`src/rtl/pln_pkg.sv`:
```
// Shared token, error-code and state definitions for the postfix front end
// (pln_fsm) and the evaluator (rpn_eval).
// Optional feature macro: RPN_DIV_EN makes '/' a legal operator token.
package pln_pkg;

    localparam logic [7:0] TOK_0     = 8'h30;
    localparam logic [7:0] TOK_9     = 8'h39;
    localparam logic [7:0] TOK_PLUS  = 8'h2B;
    localparam logic [7:0] TOK_MINUS = 8'h2D;
    localparam logic [7:0] TOK_STAR  = 8'h2A;
    localparam logic [7:0] TOK_SLASH = 8'h2F;
    localparam logic [7:0] TOK_EQ    = 8'h3D;
    localparam logic [7:0] TOK_SPACE = 8'h20;

    typedef enum logic [2:0] {
        ERR_NONE      = 3'd0,
        ERR_UNDERFLOW = 3'd1,
        ERR_OVERFLOW  = 3'd2,
        ERR_ILLEGAL   = 3'd3,
        ERR_DIV_ZERO  = 3'd4,
        ERR_EQ_COUNT  = 3'd5
    } err_e;

    typedef enum logic [1:0] {
        ACCEPT = 2'd0,
        EXEC   = 2'd1,
        DONE   = 2'd2,
        DRAIN  = 2'd3
    } state_e;

    // ASCII '0'..'9'
    function automatic logic is_digit(input logic [7:0] tok);
        return (tok >= TOK_0) && (tok <= TOK_9);
    endfunction

    // Binary operator tokens; '/' only when division is built in
    function automatic logic is_op(input logic [7:0] tok);
`ifdef RPN_DIV_EN
        return (tok == TOK_PLUS) || (tok == TOK_MINUS) || (tok == TOK_STAR) ||
               (tok == TOK_SLASH);
`else
        return (tok == TOK_PLUS) || (tok == TOK_MINUS) || (tok == TOK_STAR);
`endif
    endfunction

endpackage

```
`src/rtl/rpn_stack.sv`:
```
// DEPTH x WIDTH LIFO operand stack.
// Ports: push/push_data append an entry; replace/replace_data pops the top and
// overwrites the new top (entry count-2); clear empties the stack; top and
// second are combinational reads of the two uppermost entries; count is the
// number of valid entries. Storage itself is not reset.
module rpn_stack #(
    parameter int unsigned WIDTH = 32,
    parameter int unsigned DEPTH = 16
) (
    input  logic                     clk,
    input  logic                     rst_n,
    input  logic                     push,
    input  logic [WIDTH-1:0]         push_data,
    input  logic                     replace,
    input  logic [WIDTH-1:0]         replace_data,
    input  logic                     clear,
    output logic [WIDTH-1:0]         top,
    output logic [WIDTH-1:0]         second,
    output logic [$clog2(DEPTH):0]   count
);

    localparam int unsigned PTR_W = $clog2(DEPTH);
    localparam int unsigned CNT_W = PTR_W + 1;

    logic [WIDTH-1:0] mem [DEPTH];
    logic [PTR_W-1:0] top_idx;
    logic [PTR_W-1:0] sec_idx;

    // Indices wrap when the stack is shallow; callers only use them when valid
    assign top_idx = PTR_W'(count - CNT_W'(1));
    assign sec_idx = PTR_W'(count - CNT_W'(2));
    assign top     = mem[top_idx];
    assign second  = mem[sec_idx];

    // Storage write port
    always_ff @(posedge clk) begin
        if (push) begin
            mem[count[PTR_W-1:0]] <= push_data;
        end else if (replace) begin
            mem[sec_idx] <= replace_data;
        end
    end

    // Entry counter
    always_ff @(posedge clk or negedge rst_n) begin
        if (!rst_n) begin
            count <= '0;
        end else if (clear) begin
            count <= '0;
        end else if (push) begin
            count <= count + CNT_W'(1);
        end else if (replace) begin
            count <= count - CNT_W'(1);
        end
    end

endmodule

```
`src/rtl/rpn_eval.sv`:
```
// Postfix (RPN) expression evaluator fed by an ASCII token stream.
// Ports: CLK clock; RST async active-low reset (released through a local
// synchroniser); IN_DAT/IN_VLD/IN_RDY token handshake; RES_DAT/RES_VLD/RES_RDY
// result handshake; ERR_VLD/ERR_CODE one-cycle error report.
// Optional feature macro: RPN_DIV_EN adds signed '/' (truncating toward zero).
module rpn_eval
    import pln_pkg::*;
#(
    parameter int unsigned WIDTH = 32,
    parameter int unsigned DEPTH = 16
) (
    input  logic             CLK,
    input  logic             RST,
    input  logic [7:0]       IN_DAT,
    input  logic             IN_VLD,
    output logic             IN_RDY,
    output logic [WIDTH-1:0] RES_DAT,
    output logic             RES_VLD,
    input  logic             RES_RDY,
    output logic             ERR_VLD,
    output logic [2:0]       ERR_CODE
);

    localparam int unsigned CNT_W = $clog2(DEPTH) + 1;

    logic [1:0]       rst_sync;
    logic             rst_n;
    state_e           state;
    state_e           state_nxt;
    logic             in_rdy;
    logic [7:0]       op;
    logic [WIDTH-1:0] res_dat;
    logic             res_vld;
    logic             err_vld;
    err_e             err_code;
    err_e             err_c;
    logic             accept_c;
    logic             push_c;
    logic             replace_c;
    logic             clear_c;
    logic             op_load_c;
    logic             load_res_c;
    logic             div_zero_c;
    logic [WIDTH-1:0] top;
    logic [WIDTH-1:0] second;
    logic [CNT_W-1:0] count;
    logic [WIDTH-1:0] alu_c;

    // Asynchronous assert, synchronous release
    always_ff @(posedge CLK or negedge RST) begin
        if (!RST) begin
            rst_sync <= '0;
        end else begin
            rst_sync <= {rst_sync[0], 1'b1};
        end
    end
    assign rst_n = rst_sync[1];

    rpn_stack #(
        .WIDTH (WIDTH),
        .DEPTH (DEPTH)
    ) u_stack (
        .clk          (CLK),
        .rst_n        (rst_n),
        .push         (push_c),
        .push_data    (WIDTH'(IN_DAT - TOK_0)),
        .replace      (replace_c),
        .replace_data (alu_c),
        .clear        (clear_c),
        .top          (top),
        .second       (second),
        .count        (count)
    );

    // Operator datapath: a = second from top, b = top
`ifdef RPN_DIV_EN
    localparam logic [WIDTH-1:0] MIN_VAL = {1'b1, {(WIDTH-1){1'b0}}};
    assign div_zero_c = (op == TOK_SLASH) && (top == '0);
`else
    assign div_zero_c = 1'b0;
`endif

    always_comb begin
        alu_c = '0;
        case (op)
            TOK_PLUS:  alu_c = second + top;
            TOK_MINUS: alu_c = second - top;
            TOK_STAR:  alu_c = second * top;
`ifdef RPN_DIV_EN
            // Most-negative / -1 wraps back to most-negative
            TOK_SLASH: alu_c = ((second == MIN_VAL) && (top == '1)) ? second :
                               WIDTH'($signed(second) / $signed(top));
`endif
            default:   alu_c = '0;
        endcase
    end

    assign accept_c = IN_VLD && in_rdy;

    // Next state, stack control and error decode
    always_comb begin
        state_nxt  = state;
        push_c     = 1'b0;
        replace_c  = 1'b0;
        clear_c    = 1'b0;
        op_load_c  = 1'b0;
        load_res_c = 1'b0;
        err_c      = ERR_NONE;
        case (state)
            ACCEPT: begin
                if (accept_c) begin
                    if (is_digit(IN_DAT)) begin
                        if (count == CNT_W'(DEPTH)) err_c = ERR_OVERFLOW;
                        else                        push_c = 1'b1;
                    end else if (is_op(IN_DAT)) begin
                        if (count < CNT_W'(2)) begin
                            err_c = ERR_UNDERFLOW;
                        end else begin
                            op_load_c = 1'b1;
                            state_nxt = EXEC;
                        end
                    end else if (IN_DAT == TOK_EQ) begin
                        if (count == CNT_W'(1)) begin
                            load_res_c = 1'b1;
                            state_nxt  = DONE;
                        end else begin
                            err_c = ERR_EQ_COUNT;
                        end
                    end else if (IN_DAT != TOK_SPACE) begin
                        err_c = ERR_ILLEGAL;
                    end
                    // An error on '=' already ends the expression
                    if (err_c != ERR_NONE) begin
                        clear_c   = 1'b1;
                        state_nxt = (IN_DAT == TOK_EQ) ? ACCEPT : DRAIN;
                    end
                end
            end
            EXEC: begin
                if (div_zero_c) begin
                    err_c     = ERR_DIV_ZERO;
                    clear_c   = 1'b1;
                    state_nxt = DRAIN;
                end else begin
                    replace_c = 1'b1;
                    state_nxt = ACCEPT;
                end
            end
            DONE: begin
                if (RES_RDY) begin
                    clear_c   = 1'b1;
                    state_nxt = ACCEPT;
                end
            end
            DRAIN: begin
                if (accept_c && (IN_DAT == TOK_EQ)) state_nxt = ACCEPT;
            end
            default: state_nxt = ACCEPT;
        endcase
    end

    // State and registered outputs
    always_ff @(posedge CLK or negedge rst_n) begin
        if (!rst_n) begin
            state    <= ACCEPT;
            in_rdy   <= 1'b0;
            op       <= '0;
            res_dat  <= '0;
            res_vld  <= 1'b0;
            err_vld  <= 1'b0;
            err_code <= ERR_NONE;
        end else begin
            state    <= state_nxt;
            in_rdy   <= (state_nxt == ACCEPT) || (state_nxt == DRAIN);
            err_vld  <= (err_c != ERR_NONE);
            err_code <= err_c;
            if (op_load_c) op <= IN_DAT;
            if (load_res_c) begin
                res_dat <= top;
                res_vld <= 1'b1;
            end else if ((state == DONE) && RES_RDY) begin
                res_vld <= 1'b0;
            end
        end
    end

    assign IN_RDY   = in_rdy;
    assign RES_DAT  = res_dat;
    assign RES_VLD  = res_vld;
    assign ERR_VLD  = err_vld;
    assign ERR_CODE = err_code;

endmodule

```
`config.mk`:
```
export PLATFORM = sky130hd
export DESIGN_NAME = rpn_eval
export DESIGN_NICKNAME = d
export VERILOG_FILES = /design/src/rtl/pln_pkg.sv /design/src/rtl/rpn_stack.sv /design/src/rtl/rpn_eval.sv
export SDC_FILE = /design/constraint.sdc
export NUM_CORES = 2
export LEC_CHECK = 0
export CORE_ASPECT_RATIO = 0.8
export CORE_MARGIN = 5
export CORE_UTILIZATION = 60
export DETAILED_ROUTE_END_ITERATION = 6
export PLACE_DENSITY_LB_ADDON = 0.05
export SYNTH_ARGS = -nofsm -noshare
export SYNTH_HDL_FRONTEND = slang
export SYNTH_SLANG_ARGS = --single-unit
```
`constraint.sdc`:
```
create_clock -name CLK -period 2.25 [get_ports CLK]
set_input_delay 0.3375 -clock CLK [delete_from_list [all_inputs] [get_ports CLK]]
set_output_delay 0.3375 -clock CLK [all_outputs]
set_load 0.01 [all_outputs]
```
==> impl_metrics.json <==
{
  "run_status": "finished, violations left",
  "failing_checks": "negative setup slack",
  "route.detailed.vias_per_inst": 6.32,
  "io_buffers": 49,
  "tightest_slew_ns": 1.11,
  "layout_setup_ws_ns": -6.79,
  "synthMuxAreaShare": 0.159,
  "globalplace.congestion": 1.00,
  "crit_path_end_kind": "flip-flop",
  "yosys.area_share.adder": 0.233,
  "data_arrival_time_of_the_critical_path_ns": 9.50,
  "globalRouteTotalUtil": 0.377,
  "critical_path.max_fanout": 18,
  "floorplan.die.width_um": 313,
  "fin_crit_sh": 4.02,
  "max_cap_violations": 0,
  "worst_ep_required_time_ns": 2.71,
  "cts-buffers-inserted": 57,
  "n_fill_cell": 4589,
  "ys_seq_elements": 567,
  "core_mm2": 0.0724,
  "cp-start-kind": "flip-flop",
  "htree_levels": 2,
  "final-max-slew-violation-count": 0,
  "cts.reportedPaths.clkPinSlew_ns": 0.08,
  "synthesis.area_mm2": 0.0441,
  "tritoncts": "yes",
  "routed_via_count": 33100,
  "finalCriticalPeriod_ns": 9.04,
  "pin_count_of_the_biggest_net_entering_global_routing": 54,
  "final_nets": 4831,
  "setup.reg_to_reg.worst_slack_ns": -6.79,
  "synth_top_family_by_area": "adder cells",
  "antenna_found_initial": 3,
  "async_flop_share": 0.0970,
  "cpMaxStageDelayCell": "sky130_fd_sc_hd__fa_1",
  "placementRows": 88,
  "crit_family": "adder cells",
  "grt_pass1_wl_mm": 219,
  "finalSetupTns_ns": -2995.60,
  "postSynthNetCount": 4160,
  "synth.avg_cell_area_um2": 12.3,
  "worst_clock_skew_ns": 0.0315,
  "wirelength_mm": 148,
  "clockBufferDepth": 3,
  "clk-insertion-delay-late_ns": 0.66,
  "path_buf_inv": 10,
  "detailedRoute.firstIterationViolations": 4028,
  "route.detailed.wl_per_inst_um": 28.2,
  "hold_violations": 0,
  "yosys_most_used_dff": "sky130_fd_sc_hd__edfxtp_1",
  "vias_in_the_first_global_route": 34000,
  "setup_viol": 1064,
  "timing.setup.critical_path_class": "flip-flop to flip-flop",
  "clock_sinks": 567,
  "io-pin-count": 50,
  "post_synth_and_or_nand_nor_area_fraction": 0.0930,
  "detailedPlacementHpwl_mm": 108,
  "worst_hold_path_type": "flip-flop to flip-flop",
  "setup_repair_after_global_routing_missed_its_margin": "yes",
  "crit_path_max_incr_delay_ns": 0.58,
  "remaining_drc_errors": 0,
  "synth_cells": 3574,
  "max_clock_freq_mhz": 111,
  "synthXorXnorAreaFrac": 0.0301,
  "yosysWarningCount": 0,
  "area_delta_synth_final_pct": 25.1,
  "die_area_mm2": 0.0790,
  "initial_core_utilization": 0.608,
  "synth.yosys.seq_area_share": 0.380,
  "compound_gate_fraction_of_synth_area": 0.0434,
  "final_antenna_net_count": 0,
  "grt_remaining_overflow": 0,
  "critPathMostFrequentCell": "sky130_fd_sc_hd__fa_1",
  "synth_enable_flop_cells": 512,
  "layout-drive-gt1-share": 0.322,
  "dr.pass1.iters": 6,
  "die_h_um": 252,
  "clock-root-buffer": "sky130_fd_sc_hd__clkbuf_16",
  "synth.lib_cells_used.distinct": 76,
  "max-slew-margin-rel": 0.262
}
==> stage by stage <==
stage	std cells	hold slack [ns]	utilization	worst slack [ns]	area, µm²
finish	5238	0.359	0.761	-6.79	55100
global route	5236	0.377	0.761	-7.00	55100
CTS	5208	0.363	0.752	-6.79	54500
detailed placement	5057	0.345	0.708	-7.34	51300
global placement	5057	0.340	0.708	-7.19	51300
floorplan	3574	0.0419	-	-6.91	44500
==> logic make-up (layout without fill, tap and decap cells) <==
kind of cell             Yosys count  after routing
AO/OA/AOI/OAI                    307            307
XOR/XNOR                         149            149
adder cells (fa/ha/maj)          574            574
buffers and inverters            669           1385
flip-flops                       567            567
multiplexers                     348            348
other                              1              3
AND/OR/NAND/NOR                  959            960
==> cell type report <==
| type | count | area (µm²) | area share |
|---|---|---|---|
| multi-input combinational | 2339 | 25800 | 0.468 |
| sequential | 567 | 16800 | 0.304 |
| timing repair buffer | 796 | 7730 | 0.140 |
| inverter | 484 | 1850 | 0.0335 |
| clock buffer | 68 | 1470 | 0.0266 |
| tap | 945 | 1180 | 0.0214 |
| clock inverter | 37 | 350 | 0.00636 |
| antenna | 2 | 5.00 | 0.0000908 |
==> sequential cells by signal, summed over array words and instances, names as in the netlist <==
name           count
RES_DAT           32
op                 8
ERR_VLD            1
u_stack.mem      512
ERR_CODE           3
IN_RDY             1
RES_VLD            1
state              2
rst_sync           2
u_stack.count      5
==> cells in the final DEF, fill, tap and decap left out, types with 26 or more instances in the layout <==
| cell type | count |
|---|---|
| sky130_fd_sc_hd__o21ai_0 | 72 |
| sky130_fd_sc_hd__clkdlybuf4s50_1 | 49 |
| sky130_fd_sc_hd__a21oi_1 | 54 |
| sky130_fd_sc_hd__buf_12 | 86 |
| sky130_fd_sc_hd__xnor2_1 | 97 |
| sky130_fd_sc_hd__inv_1 | 463 |
| sky130_fd_sc_hd__nor2b_1 | 30 |
| sky130_fd_sc_hd__xor2_1 | 36 |
| sky130_fd_sc_hd__buf_6 | 40 |
| sky130_fd_sc_hd__nor2_1 | 366 |
| sky130_fd_sc_hd__ha_1 | 148 |
| sky130_fd_sc_hd__or2_2 | 44 |
| sky130_fd_sc_hd__clkbuf_16 | 62 |
| sky130_fd_sc_hd__mux2i_1 | 29 |
| sky130_fd_sc_hd__buf_4 | 594 |
| sky130_fd_sc_hd__nand3_1 | 38 |
| sky130_fd_sc_hd__fa_1 | 389 |
| sky130_fd_sc_hd__nand2_1 | 354 |
| sky130_fd_sc_hd__edfxtp_1 | 512 |
| sky130_fd_sc_hd__mux4_2 | 276 |
| sky130_fd_sc_hd__a21o_1 | 26 |
| sky130_fd_sc_hd__dfrtp_1 | 52 |
==> what timing repair did <==
action,4_1_cts,5_1_grt
hold buffers,1,0
setup buffers,38,24
endpoints found under the hold margin,2,0
pin swaps,40,36
setup endpoints to repair,1064,1064
cloned,7,4
gates resized for setup,157,77
==> synth_stat cells, types with 6 or more instances <==
cell	instances	area share
sky130_fd_sc_hd__a211oi_1	9	0.0015
sky130_fd_sc_hd__a21boi_0	6	0.0010
sky130_fd_sc_hd__a21o_1	26	0.0044
sky130_fd_sc_hd__a21oi_1	64	0.0073
sky130_fd_sc_hd__a221oi_1	9	0.0018
sky130_fd_sc_hd__a22oi_1	13	0.0022
sky130_fd_sc_hd__a31oi_1	8	0.0011
sky130_fd_sc_hd__and2_1	22	0.0031
sky130_fd_sc_hd__and3_1	7	0.00099
sky130_fd_sc_hd__buf_1	16	0.0014
sky130_fd_sc_hd__buf_2	44	0.0050
sky130_fd_sc_hd__buf_4	22	0.0037
sky130_fd_sc_hd__buf_6	10	0.0026
sky130_fd_sc_hd__clkbuf_1	93	0.0079
sky130_fd_sc_hd__dfrtp_1	55	0.031
sky130_fd_sc_hd__edfxtp_1	512	0.35
sky130_fd_sc_hd__fa_1	409	0.19
sky130_fd_sc_hd__ha_1	165	0.047
sky130_fd_sc_hd__inv_1	477	0.041
sky130_fd_sc_hd__mux2_2	36	0.0092
sky130_fd_sc_hd__mux2i_1	34	0.0077
sky130_fd_sc_hd__mux4_2	276	0.14
sky130_fd_sc_hd__nand2_1	361	0.031
sky130_fd_sc_hd__nand2b_1	15	0.0021
sky130_fd_sc_hd__nand3_1	42	0.0048
sky130_fd_sc_hd__nand4_1	6	0.00085
sky130_fd_sc_hd__nor2_1	390	0.033
sky130_fd_sc_hd__nor2b_1	31	0.0044
sky130_fd_sc_hd__nor3_1	16	0.0018
sky130_fd_sc_hd__o21a_1	7	0.0012
sky130_fd_sc_hd__o21ai_0	105	0.012
sky130_fd_sc_hd__o21ai_1	9	0.0010
sky130_fd_sc_hd__o21ai_2	6	0.0012
sky130_fd_sc_hd__o21bai_1	6	0.0010
sky130_fd_sc_hd__or2_2	44	0.0062
sky130_fd_sc_hd__xnor2_1	108	0.021
sky130_fd_sc_hd__xor2_1	38	0.0076
==> per-layer routing <==
layer,vias to the layer above,GRT usage,routed length (µm)
met2,2280,0.576,66300
met4,0,0.136,6960
li1,13600,-,-
met1,16800,0.528,55700
met5,-,0.00120,0
met3,385,0.106,18800
==> final timing paths <==
check                                  from                  to  cells past startpoint
max in group asynchronous       rst_sync[1]               op[5]                      1
min in group asynchronous               RST         rst_sync[0]                      2
min reg2reg                     rst_sync[0]         rst_sync[1]                      0
min                             rst_sync[0]         rst_sync[1]                      0
max                        u_stack.count[0]  u_stack.mem[9][30]                     33
max reg2reg                u_stack.count[0]  u_stack.mem[9][30]                     33
Power is not shown: default switching activity piles up to over one toggle a cycle in this logic, so the estimate is an artifact.
